==> src/rtl/alu_arb_pkg.sv <==
// Shared constants, FSM state type and operand helper for the alu_arbiter block.
package alu_arb_pkg;

    localparam logic [2:0] OP_PASSA = 3'b000;
    localparam logic [2:0] OP_ADD   = 3'b001;
    localparam logic [2:0] OP_SUB   = 3'b010;
    localparam logic [2:0] OP_AND   = 3'b011;
    localparam logic [2:0] OP_XOR   = 3'b100;
    localparam logic [2:0] OP_ABS   = 3'b101;
    localparam logic [2:0] OP_MUL   = 3'b110;
    localparam logic [2:0] OP_PASSD = 3'b111;

    localparam logic [7:0] MUL_MASK = 8'h0f;

    typedef enum logic [1:0] {
        ST_IDLE    = 2'd0,
        ST_ISSUE   = 2'd1,
        ST_CAPTURE = 2'd2,
        ST_RESP    = 2'd3
    } arb_state_e;

    // MUL only sees the low nibble of each operand so the product fits in 8 bits.
    function automatic logic [7:0] mask_operand(input logic [2:0] op, input logic [7:0] v);
        return (op == OP_MUL) ? (v & MUL_MASK) : v;
    endfunction

endpackage

==> src/rtl/alu_arbiter_if.sv <==
// Client request/response and ALU drive signals of the alu_arbiter.
// slave = arbiter view, master = clients plus ALU view.
interface alu_arbiter_if;

    logic [1:0]  req_valid;
    logic [1:0]  req_ready;
    logic [5:0]  req_opcode;
    logic [15:0] req_data;
    logic [15:0] req_accum;
    logic [2:0]  alu_opcode;
    logic [7:0]  alu_data;
    logic [7:0]  alu_accum;
    logic [7:0]  alu_out;
    logic        alu_zero;
    logic [1:0]  resp_valid;
    logic [1:0]  resp_ready;
    logic [7:0]  resp_result;
    logic        resp_zero;

    modport slave (
        input  req_valid, req_opcode, req_data, req_accum, alu_out, alu_zero, resp_ready,
        output req_ready, alu_opcode, alu_data, alu_accum, resp_valid, resp_result, resp_zero
    );

    modport master (
        output req_valid, req_opcode, req_data, req_accum, alu_out, alu_zero, resp_ready,
        input  req_ready, alu_opcode, alu_data, alu_accum, resp_valid, resp_result, resp_zero
    );

endinterface

==> src/rtl/alu_arb_pick.sv <==
// Winner selection between the two requesters.
// ALU_ARB_RR_EN defined: alternate on contention; undefined: requester 0 has fixed priority.
module alu_arb_pick (
    input  logic [1:0] req_valid_i,
    input  logic       last_grant_i,
    output logic [1:0] grant_o
);

`ifdef ALU_ARB_RR_EN
    // On contention favour the requester that was not granted last.
    always_comb begin
        grant_o = 2'b00;
        case (req_valid_i)
            2'b01:   grant_o = 2'b01;
            2'b10:   grant_o = 2'b10;
            2'b11:   grant_o = last_grant_i ? 2'b01 : 2'b10;
            default: grant_o = 2'b00;
        endcase
    end
`else
    logic unused_last_grant_s;
    assign unused_last_grant_s = last_grant_i;

    // Requester 0 always wins on contention.
    always_comb begin
        grant_o = 2'b00;
        case (req_valid_i)
            2'b01:   grant_o = 2'b01;
            2'b10:   grant_o = 2'b10;
            2'b11:   grant_o = 2'b01;
            default: grant_o = 2'b00;
        endcase
    end
`endif

endmodule

==> src/rtl/alu_arbiter.sv <==
// Two-requester arbiter/sequencer for the shared registered ALU.
// Build option ALU_ARB_RR_EN selects round-robin instead of fixed priority (see alu_arb_pick).
module alu_arbiter
    import alu_arb_pkg::*;
#(
    parameter int ALU_LAT = 1
) (
    input  logic         clk,
    input  logic         reset_n,
    alu_arbiter_if.slave bus
);

    arb_state_e  state_q, state_d;
    logic        owner_q, owner_d;
    logic        last_grant_q, last_grant_d;
    logic [2:0]  op_q, op_d;
    logic [7:0]  data_q, data_d;
    logic [7:0]  accum_q, accum_d;
    logic [2:0]  cnt_q, cnt_d;
    logic [1:0]  resp_valid_q, resp_valid_d;
    logic [7:0]  result_q, result_d;
    logic        zero_q, zero_d;

    logic [1:0]  grant_s;
    logic        win_s;
    logic        xfer_s;
    logic [2:0]  win_op_s;
    logic [7:0]  win_data_s;
    logic [7:0]  win_accum_s;

    alu_arb_pick u_pick (
        .req_valid_i  (bus.req_valid),
        .last_grant_i (last_grant_q),
        .grant_o      (grant_s)
    );

    assign win_s       = grant_s[1];
    assign win_op_s    = win_s ? bus.req_opcode[5:3] : bus.req_opcode[2:0];
    assign win_data_s  = win_s ? bus.req_data[15:8]  : bus.req_data[7:0];
    assign win_accum_s = win_s ? bus.req_accum[15:8] : bus.req_accum[7:0];

    // Ready is gated by reset_n so nothing is offered while reset is held.
    assign bus.req_ready = ((state_q == ST_IDLE) && reset_n) ? grant_s : 2'b00;
    assign xfer_s        = |(bus.req_ready & bus.req_valid);

    assign bus.alu_opcode  = op_q;
    assign bus.alu_data    = data_q;
    assign bus.alu_accum   = accum_q;
    assign bus.resp_valid  = resp_valid_q;
    assign bus.resp_result = result_q;
    assign bus.resp_zero   = zero_q;

    // Next-state and datapath updates for the sequencer.
    always_comb begin
        state_d      = state_q;
        owner_d      = owner_q;
        last_grant_d = last_grant_q;
        op_d         = op_q;
        data_d       = data_q;
        accum_d      = accum_q;
        cnt_d        = cnt_q;
        resp_valid_d = resp_valid_q;
        result_d     = result_q;
        zero_d       = zero_q;
        case (state_q)
            ST_IDLE: begin
                if (xfer_s) begin
                    op_d         = win_op_s;
                    data_d       = mask_operand(win_op_s, win_data_s);
                    accum_d      = mask_operand(win_op_s, win_accum_s);
                    owner_d      = win_s;
                    last_grant_d = win_s;
                    cnt_d        = 3'(ALU_LAT - 1);
                    state_d      = ST_ISSUE;
                end else begin
                    state_d = ST_IDLE;
                end
            end
            ST_ISSUE: begin
                if (cnt_q == 3'd0) begin
                    state_d = ST_CAPTURE;
                end else begin
                    cnt_d = cnt_q - 3'd1;
                end
            end
            ST_CAPTURE: begin
                result_d     = bus.alu_out;
                zero_d       = bus.alu_zero;
                resp_valid_d = owner_q ? 2'b10 : 2'b01;
                state_d      = ST_RESP;
            end
            ST_RESP: begin
                if (bus.resp_ready[owner_q]) begin
                    resp_valid_d = 2'b00;
                    state_d      = ST_IDLE;
                end else begin
                    state_d = ST_RESP;
                end
            end
            default: begin
                resp_valid_d = 2'b00;
                state_d      = ST_IDLE;
            end
        endcase
    end

    // State and datapath registers; reset discards any in-flight operation.
    always_ff @(posedge clk or negedge reset_n) begin
        if (!reset_n) begin
            state_q      <= ST_IDLE;
            owner_q      <= 1'b0;
            last_grant_q <= 1'b1;
            op_q         <= 3'b000;
            data_q       <= 8'h00;
            accum_q      <= 8'h00;
            cnt_q        <= 3'd0;
            resp_valid_q <= 2'b00;
            result_q     <= 8'h00;
            zero_q       <= 1'b0;
        end else begin
            state_q      <= state_d;
            owner_q      <= owner_d;
            last_grant_q <= last_grant_d;
            op_q         <= op_d;
            data_q       <= data_d;
            accum_q      <= accum_d;
            cnt_q        <= cnt_d;
            resp_valid_q <= resp_valid_d;
            result_q     <= result_d;
            zero_q       <= zero_d;
        end
    end

endmodule

==> src/flat_wrapper.sv <==
// flat-port wrapper written by rule: the top's interface ports become plain ports
module alu_arbiter_flat import alu_arb_pkg::*;
#(
    parameter int ALU_LAT = 1
)
  (clk, reset_n, bus_req_valid, bus_req_opcode, bus_req_data, bus_req_accum, bus_alu_out, bus_alu_zero, bus_resp_ready, bus_req_ready, bus_alu_opcode, bus_alu_data, bus_alu_accum, bus_resp_valid, bus_resp_result, bus_resp_zero);
  alu_arbiter_if bus_i ();
  input  logic clk;
  input  logic reset_n;
  input wire logic [$bits(bus_i.req_valid)-1:0] bus_req_valid;
  input wire logic [$bits(bus_i.req_opcode)-1:0] bus_req_opcode;
  input wire logic [$bits(bus_i.req_data)-1:0] bus_req_data;
  input wire logic [$bits(bus_i.req_accum)-1:0] bus_req_accum;
  input wire logic [$bits(bus_i.alu_out)-1:0] bus_alu_out;
  input wire logic [$bits(bus_i.alu_zero)-1:0] bus_alu_zero;
  input wire logic [$bits(bus_i.resp_ready)-1:0] bus_resp_ready;
  output wire logic [$bits(bus_i.req_ready)-1:0] bus_req_ready;
  output wire logic [$bits(bus_i.alu_opcode)-1:0] bus_alu_opcode;
  output wire logic [$bits(bus_i.alu_data)-1:0] bus_alu_data;
  output wire logic [$bits(bus_i.alu_accum)-1:0] bus_alu_accum;
  output wire logic [$bits(bus_i.resp_valid)-1:0] bus_resp_valid;
  output wire logic [$bits(bus_i.resp_result)-1:0] bus_resp_result;
  output wire logic [$bits(bus_i.resp_zero)-1:0] bus_resp_zero;
  assign bus_i.req_valid = bus_req_valid;
  assign bus_i.req_opcode = bus_req_opcode;
  assign bus_i.req_data = bus_req_data;
  assign bus_i.req_accum = bus_req_accum;
  assign bus_i.alu_out = bus_alu_out;
  assign bus_i.alu_zero = bus_alu_zero;
  assign bus_i.resp_ready = bus_resp_ready;
  assign bus_req_ready = bus_i.req_ready;
  assign bus_alu_opcode = bus_i.alu_opcode;
  assign bus_alu_data = bus_i.alu_data;
  assign bus_alu_accum = bus_i.alu_accum;
  assign bus_resp_valid = bus_i.resp_valid;
  assign bus_resp_result = bus_i.resp_result;
  assign bus_resp_zero = bus_i.resp_zero;
  alu_arbiter #(.ALU_LAT(ALU_LAT)) u_core (.clk(clk), .reset_n(reset_n), .bus(bus_i));
endmodule
==> config.mk <==
export PLATFORM = sky130hd
export DESIGN_NAME = alu_arbiter_flat
export DESIGN_NICKNAME = d
export VERILOG_FILES = /design/src/rtl/alu_arb_pkg.sv /design/src/rtl/alu_arbiter_if.sv /design/src/rtl/alu_arb_pick.sv /design/src/rtl/alu_arbiter.sv /design/src/flat_wrapper.sv
export SDC_FILE = /design/constraint.sdc
export NUM_CORES = 1
export LEC_CHECK = 0
export ABC_CLOCK_PERIOD_IN_PS = 1500
export BUFFER_PORTS_ARGS = -buffer_cell sky130_fd_sc_hd__buf_4
export CORE_ASPECT_RATIO = 0.7
export CORE_MARGIN = 1.5
export CORE_UTILIZATION = 29
export CTS_CLUSTER_SIZE = 20
export DETAILED_ROUTE_END_ITERATION = 7
export GPL_TIMING_DRIVEN = 0
export PLACE_DENSITY_LB_ADDON = 0.25
export SETUP_SLACK_MARGIN = 0.4
export SLEW_MARGIN = 30
export SYNTH_ARGS = -nofsm -noshare
export SYNTH_HDL_FRONTEND = slang
export SYNTH_SLANG_ARGS = --single-unit
==> constraint.sdc <==
create_clock -name clk -period 1.5 [get_ports clk]
set_clock_uncertainty 0.1 [all_clocks]
set_input_delay 0.225 -clock clk [delete_from_list [all_inputs] [get_ports clk]]
set_output_delay 0.225 -clock clk [all_outputs]
set_load 0.05 [all_outputs]
=== Word level (Yosys, flattened, before mapping) ===
Cells that the tools add are included.

* Bits in registers: 36
* Input bits: 53
* Output and inout port bits: 32
* Word-level logic and storage cells: 52

* $add $sub $neg: 1
* Magnitude comparators: 1
* Eq/ne operators: 11
* Mux-type cells: 19
* Bitwise gates (word level): 1
* Reduce and logical (&&, ||, !) cells: 10

{| class="wikitable"
|+ Operator list
! kind !! number
|-
| $mux W8 || 4
|-
| $mux W2 || 5
|-
| $mux W3 || 3
|-
| $eq A2 B2 Y1 const B || 4
|-
| $pmux W2 S2 || 2
|-
| $pmux W2 S4 || 1
|-
| $ne A2 B1 Y1 const B || 3
|-
| $pmux W3 S2 || 1
|-
| $eq A2 B1 Y1 const B || 2
|-
| $reduce_and A2 Y1 || 2
|-
| $reduce_bool A2 Y1 || 2
|-
| $reduce_or A2 Y1 || 2
|-
| $eq A3 B3 Y1 const B || 1
|-
| $logic_not A3 Y1 || 1
|-
| $mux W1 || 3
|-
| $reduce_and A3 Y1 || 1
|-
| $sub A3 B1 Y3 const B || 1
|-
| $and A2 B2 Y2 || 1
|-
| $logic_not A2 Y1 || 1
|-
| $lt A1 B2 Y1 const B || 1
|-
| $ne A2 B2 Y1 const B || 1
|-
| $logic_and A1 B1 Y1 || 1
|}

=== Longest topological paths before layout ===
* Word-level depth: 8
* Gate-level depth with buffers: 7
* Depth with buffers taken out: 6

=== Modules after synthesis ===
A second synthesis with hierarchy kept.

* Cells, all modules: 160
* Area, all modules: 1773.0 µm²

{| class="wikitable"
|+ By module, submodules not included
! module !! instances !! cells each !! area an instance (µm²) !! sequential area each (µm²)
|-
| alu_arbiter || 1 || 158 || 1762.9 || 927.1
|-
| alu_arb_pick || 1 || 2 || 10.0 || 0.0
|}

=== Worst setup path after synthesis ===
No wires, ideal clock.

* Path type: flip-flop to flip-flop
* From: register u_core.cnt_q[0]
* To: register u_core.cnt_q[0]
* Library setup time: 0.128 ns
* Data arrival time: 1.314 ns
* Data required time: 1.272 ns
* Path slack: -0.042 ns
* Cell stages (with the launch flop): 8
* Path buffers: 1
* Clock period less this slack: 1.542 ns
* Cell sequence: dfrtp_1 > inv_1 > ha_1 > ha_1 > or3_1 > clkbuf_1 > nand3_1 > o21ai_0

* Cells in the longest elaborated chain, start to end: 3
* Elaborated cells on any way between the ends: 6
* Classes of those cells: add/sub (1); eq/ne (1); mux (2); reduce/logical (2)

{| class="wikitable"
|+ Ends and longest elaborated chain
! element !! RTL line !! RTL
|-
| start: declaration || alu_arbiter.sv:19 || <nowiki>logic [2:0] cnt_q, cnt_d;</nowiki>
|-
| start signal: assignment || alu_arbiter.sv:127 || <nowiki>cnt_q <= cnt_d;</nowiki>
|-
| $sub A3 B1 Y3 or $logic_not A3 Y1 (tied branches) || alu_arbiter.sv:83, alu_arbiter.sv:80 ||
|-
| $mux W3 or $ne A2 B2 Y1 (tied branches) || n/a ||
|-
| $pmux W3 S2 or $reduce_and A3 Y1 (tied branches) || n/a ||
|}

Several ways; a longest one is shown, not always the timed one. The select of a mux whose other input is x is not followed.
A chain may end at the register's enable or synchronous reset.

=== Worst setup path after layout ===
* From: register u_core.state_q[0]
* To: output bus_req_ready[1]

* Cells in the longest elaborated chain, start to end: 3

{| class="wikitable"
|+ Ends and longest elaborated chain
! element !! RTL line !! RTL
|-
| start: declaration || alu_arbiter.sv:13 || <nowiki>arb_state_e state_q, state_d;</nowiki>
|-
| start signal: assignment || alu_arbiter.sv:121 || <nowiki>state_q <= state_d;</nowiki>
|-
| $logic_not A2 Y1 || alu_arbiter.sv:43 || <nowiki>assign bus.req_ready = ((state_q == ST_IDLE) && reset_n) ? grant_s : 2'b00;</nowiki>
|-
| $logic_and A1 B1 Y1 || alu_arbiter.sv:43 ||
|-
| $mux W2 || alu_arbiter.sv:43 ||
|-
| end: declaration || flat_wrapper.sv:17 || <nowiki>output wire logic [$bits(bus_i.req_ready)-1:0] bus_req_ready;</nowiki>
|}

Every way passes these cells.

==> flow_metrics.py <==
metrics = {
    "status": {
        "outcome": "finished, violations left",
        "violations": "negative hold slack, negative setup slack",
    },
    "setup_path": {
        "rr_startpoint": "u_core.state_q[0]",
        "worst-path-buf-inv": 1,
        "start_kind": "flop",
        "cpPeakStageDelay_ns": 0.42,
        "crit_required_ns": 1.17,
        "worstPathMaxFanout": 4,
        "slowest_stage": "dfrtp_2",
        "critPathKind": "flop to output pin",
        "reg2reg_depth": 6,
        "cp-end-kind": "output pin",
        "cp.arrival_ns": 1.32,
        "crit_family": "simple AND/OR/NAND/NOR gates",
        "r2r-end": "u_core.bus.resp_result[4]",
        "r2r_setup_slack_ns": -0.06,
        "cp_cell_sequence": "nor3b_4 -> and3b_2 -> buf_6",
        "path_depth": 3,
    },
    "logic_synthesis": {
        "yosysSeqAreaShare_pct": 53.41,
        "synth.area.top_cells": "dfrtp_1, mux2i_1, mux2_2, nand2_1, o21ai_0",
        "syn-num-nets": 206,
        "yosysTopAreaCellShare_pct": 53.41,
        "syn_avg_cell_area_um2": 11.17,
        "yosysWarnings": 0,
        "syn_area_um2": 1687,
        "ys_seq_elements": 36,
        "yosys.area.top_type": "dfrtp_1",
        "synthDistinctLibCells": 27,
        "synthCells": 151,
    },
    "sta": {
        "setup_tns_ns": -0.9363,
        "min_period_ns": 1.644,
        "fmax_ghz": 0.6081,
        "finalWorstSetupSlack_ns": -0.1444,
        "finalHoldViolCount": 36,
        "timing.final.crit_share_pct": 109.6,
        "holdWs_ns": -0.2789,
        "relSlewSlack_pct": 72.45,
        "finalSetupViolCount": 23,
        "rsz0062_at_grt": "true",
        "tightest_slew_ns": 0.4124,
        "final_max_slew_viol_count": 0,
    },
    "floorplan": {
        "coreArea_um2": 5669,
        "die_area_um2": 6290,
        "die_h_um": 66.81,
        "row_count": 23,
        "die_x_um": 94.15,
        "start_util_pct": 29.75,
        "io-pin-count": 85,
    },
    "flow_run": {
        "cap_violations": 0,
    },
    "placed_design": {
        "pre_cts_slack_ns": -0.2830,
        "routabilityCongestion": 0.6874,
        "postPlaceCellArea_um2": 2536,
        "dp_hpwl_um": 3155,
        "io_buffers": 84,
    },
    "detailed_routing": {
        "drt_iter0_markers": 35,
        "ant_nets": 0,
        "wirelength_um": 4944,
        "wl_per_cell_um": 13.89,
        "wl_met1_um": 2192,
        "vias": 1612,
        "highest_layer": "met4",
        "vias_per_cell": 4.528,
        "drc": 0,
        "dr_wl_met2_um": 2355,
        "wl_met3_um": 349,
        "first_pass_iters": 4,
    },
    "power": {
        "vdd_drop_max_v": 0.0009333,
        "p_per_area_nw_per_um2": 2267,
        "power_w": 0.007564,
        "leakage_nw": 1.663,
    },
    "layout": {
        "layout_common_cells": "buf_4, buf_6, dfrtp_1",
        "antenna_cells": 0,
        "layout.nets": 335,
        "nFillCells": 490,
        "final_cell_area_um2": 3337,
        "utilization_pct": 58.86,
        "ff_latch_area_um2": 905.9,
        "multi_input_area_um2": 1018,
        "layout_commonest_cell": "buf_4",
        "drive_gt1_share_pct": 71.89,
        "syn2layout_area_growth_pct": 97.85,
    },
    "cts": {
        "clk_pin_slew_ns": 0.07,
        "numCtsBuffers": 5,
        "htreeDepth": 2,
        "clock_latency_ns": 0.28,
        "cts.sinks": 36,
        "cts_tree": "yes",
        "cts_root_buf": "clkbuf_8",
        "clockBufferDepth": 2,
    },
    "global_route": {
        "grt_pass1_vias": 1589,
        "antenna_found_initial": 0,
        "grt_pass1_wl_um": 7541,
        "grt_max_degree": 38,
        "grt.overflow.total": 0,
        "grtUsageTotal_pct": 15.83,
    },
    "min_path": {
        "hold_path.class": "primary input to asynchronous set/reset pin",
    },
}
==> synthesized netlist by cell type (all sizes together) <==
cell type / count
a21oi: 4
a31oi: 1
and2: 1
and3b: 1
buf: 4
clkbuf: 4
dfrtp: 36
ha: 2
inv: 5
mux2: 10
mux2i: 19
nand2: 25
nand2b: 1
nand3: 4
nand3b: 1
nor2: 1
nor2b: 2
nor3b: 1
o21ai: 18
o31ai: 9
or3: 1
or3b: 1
==> flip-flops by register name (all words and copies together) (netlist names) <==
name,cells
u_core.bus.resp_zero,1
u_core.cnt_q,3
u_core.state_q,2
u_core.bus.alu_opcode,3
u_core.owner_q,1
u_core.bus.resp_valid,2
u_core.bus.alu_data,8
u_core.bus.resp_result,8
u_core.bus.alu_accum,8
==> layout make-up <==
| type | instances | area share (%) |
|---|---|---|
| Inverter | 5 | 0.5624 |
| Clock inverter | 1 | 0.2250 |
| Sequential cell | 36 | 27.15 |
| Clock buffer | 7 | 2.587 |
| Tap cell | 75 | 2.812 |
| Buffer | 8 | 3.150 |
| Multi-Input combinational cell | 103 | 30.52 |
| Timing Repair Buffer | 121 | 33.00 |
==> power breakdown <==
group / internal [W] / leakage (nW) / switching, W
Combinational: 0.00243 / 1.18 / 0.00259
Clock: 0.000373 / 0.0445 / 0.000340
Sequential: 0.00145 / 0.438 / 0.000381
Total: 0.00425 / 1.66 / 0.00331
==> per-stage QoR <==
stage	cells	hold slack, ns
after floorplan	151	-0.1706
after global placement	310	0.1156
after detailed placement	310	0.1183
after CTS	342	-0.2750
after global routing	356	-0.2700
final	356	-0.2789
==> kinds of logic after synthesis <==
group,synth area share (%)
simple gates,11.65
compound gates,11.80
flops,53.41
buf+inv,3.709
mux,17.95
fa+ha+maj,1.483
==> worst max-delay path by stage <==
stage                      startpoint                      end  slack [ns]
global route        u_core.state_q[0]         bus_req_ready[1]       -0.22
detailed placement            reset_n  u_core.bus.alu_accum[6]       -0.28
floorplan             u_core.cnt_q[0]          u_core.cnt_q[0]        0.03
global placement              reset_n         bus_req_ready[1]       -0.26
finish              u_core.state_q[0]         bus_req_ready[1]       -0.14
CTS                 u_core.state_q[1]         bus_req_ready[1]       -0.17
==> routing by layer <==
metal  vias to the layer above  GRT usage, %
met5                         -             0
met1                       760         21.44
li1                        795             -
met2                        53         24.01
met3                         4         5.251
met4                         0         4.478
==> repair_timing <==
item | 4_1_cts | 5_1_grt
buffers inserted | 18 | 14
endpoints found under the hold margin | 36 | 36
resized for setup | 53 | 56
endpoints found under the setup margin | 68 | 68
cloned | 6 | 0
pin swaps | 7 | 21
No activity file was read; power rests on OpenSTA's default activity.
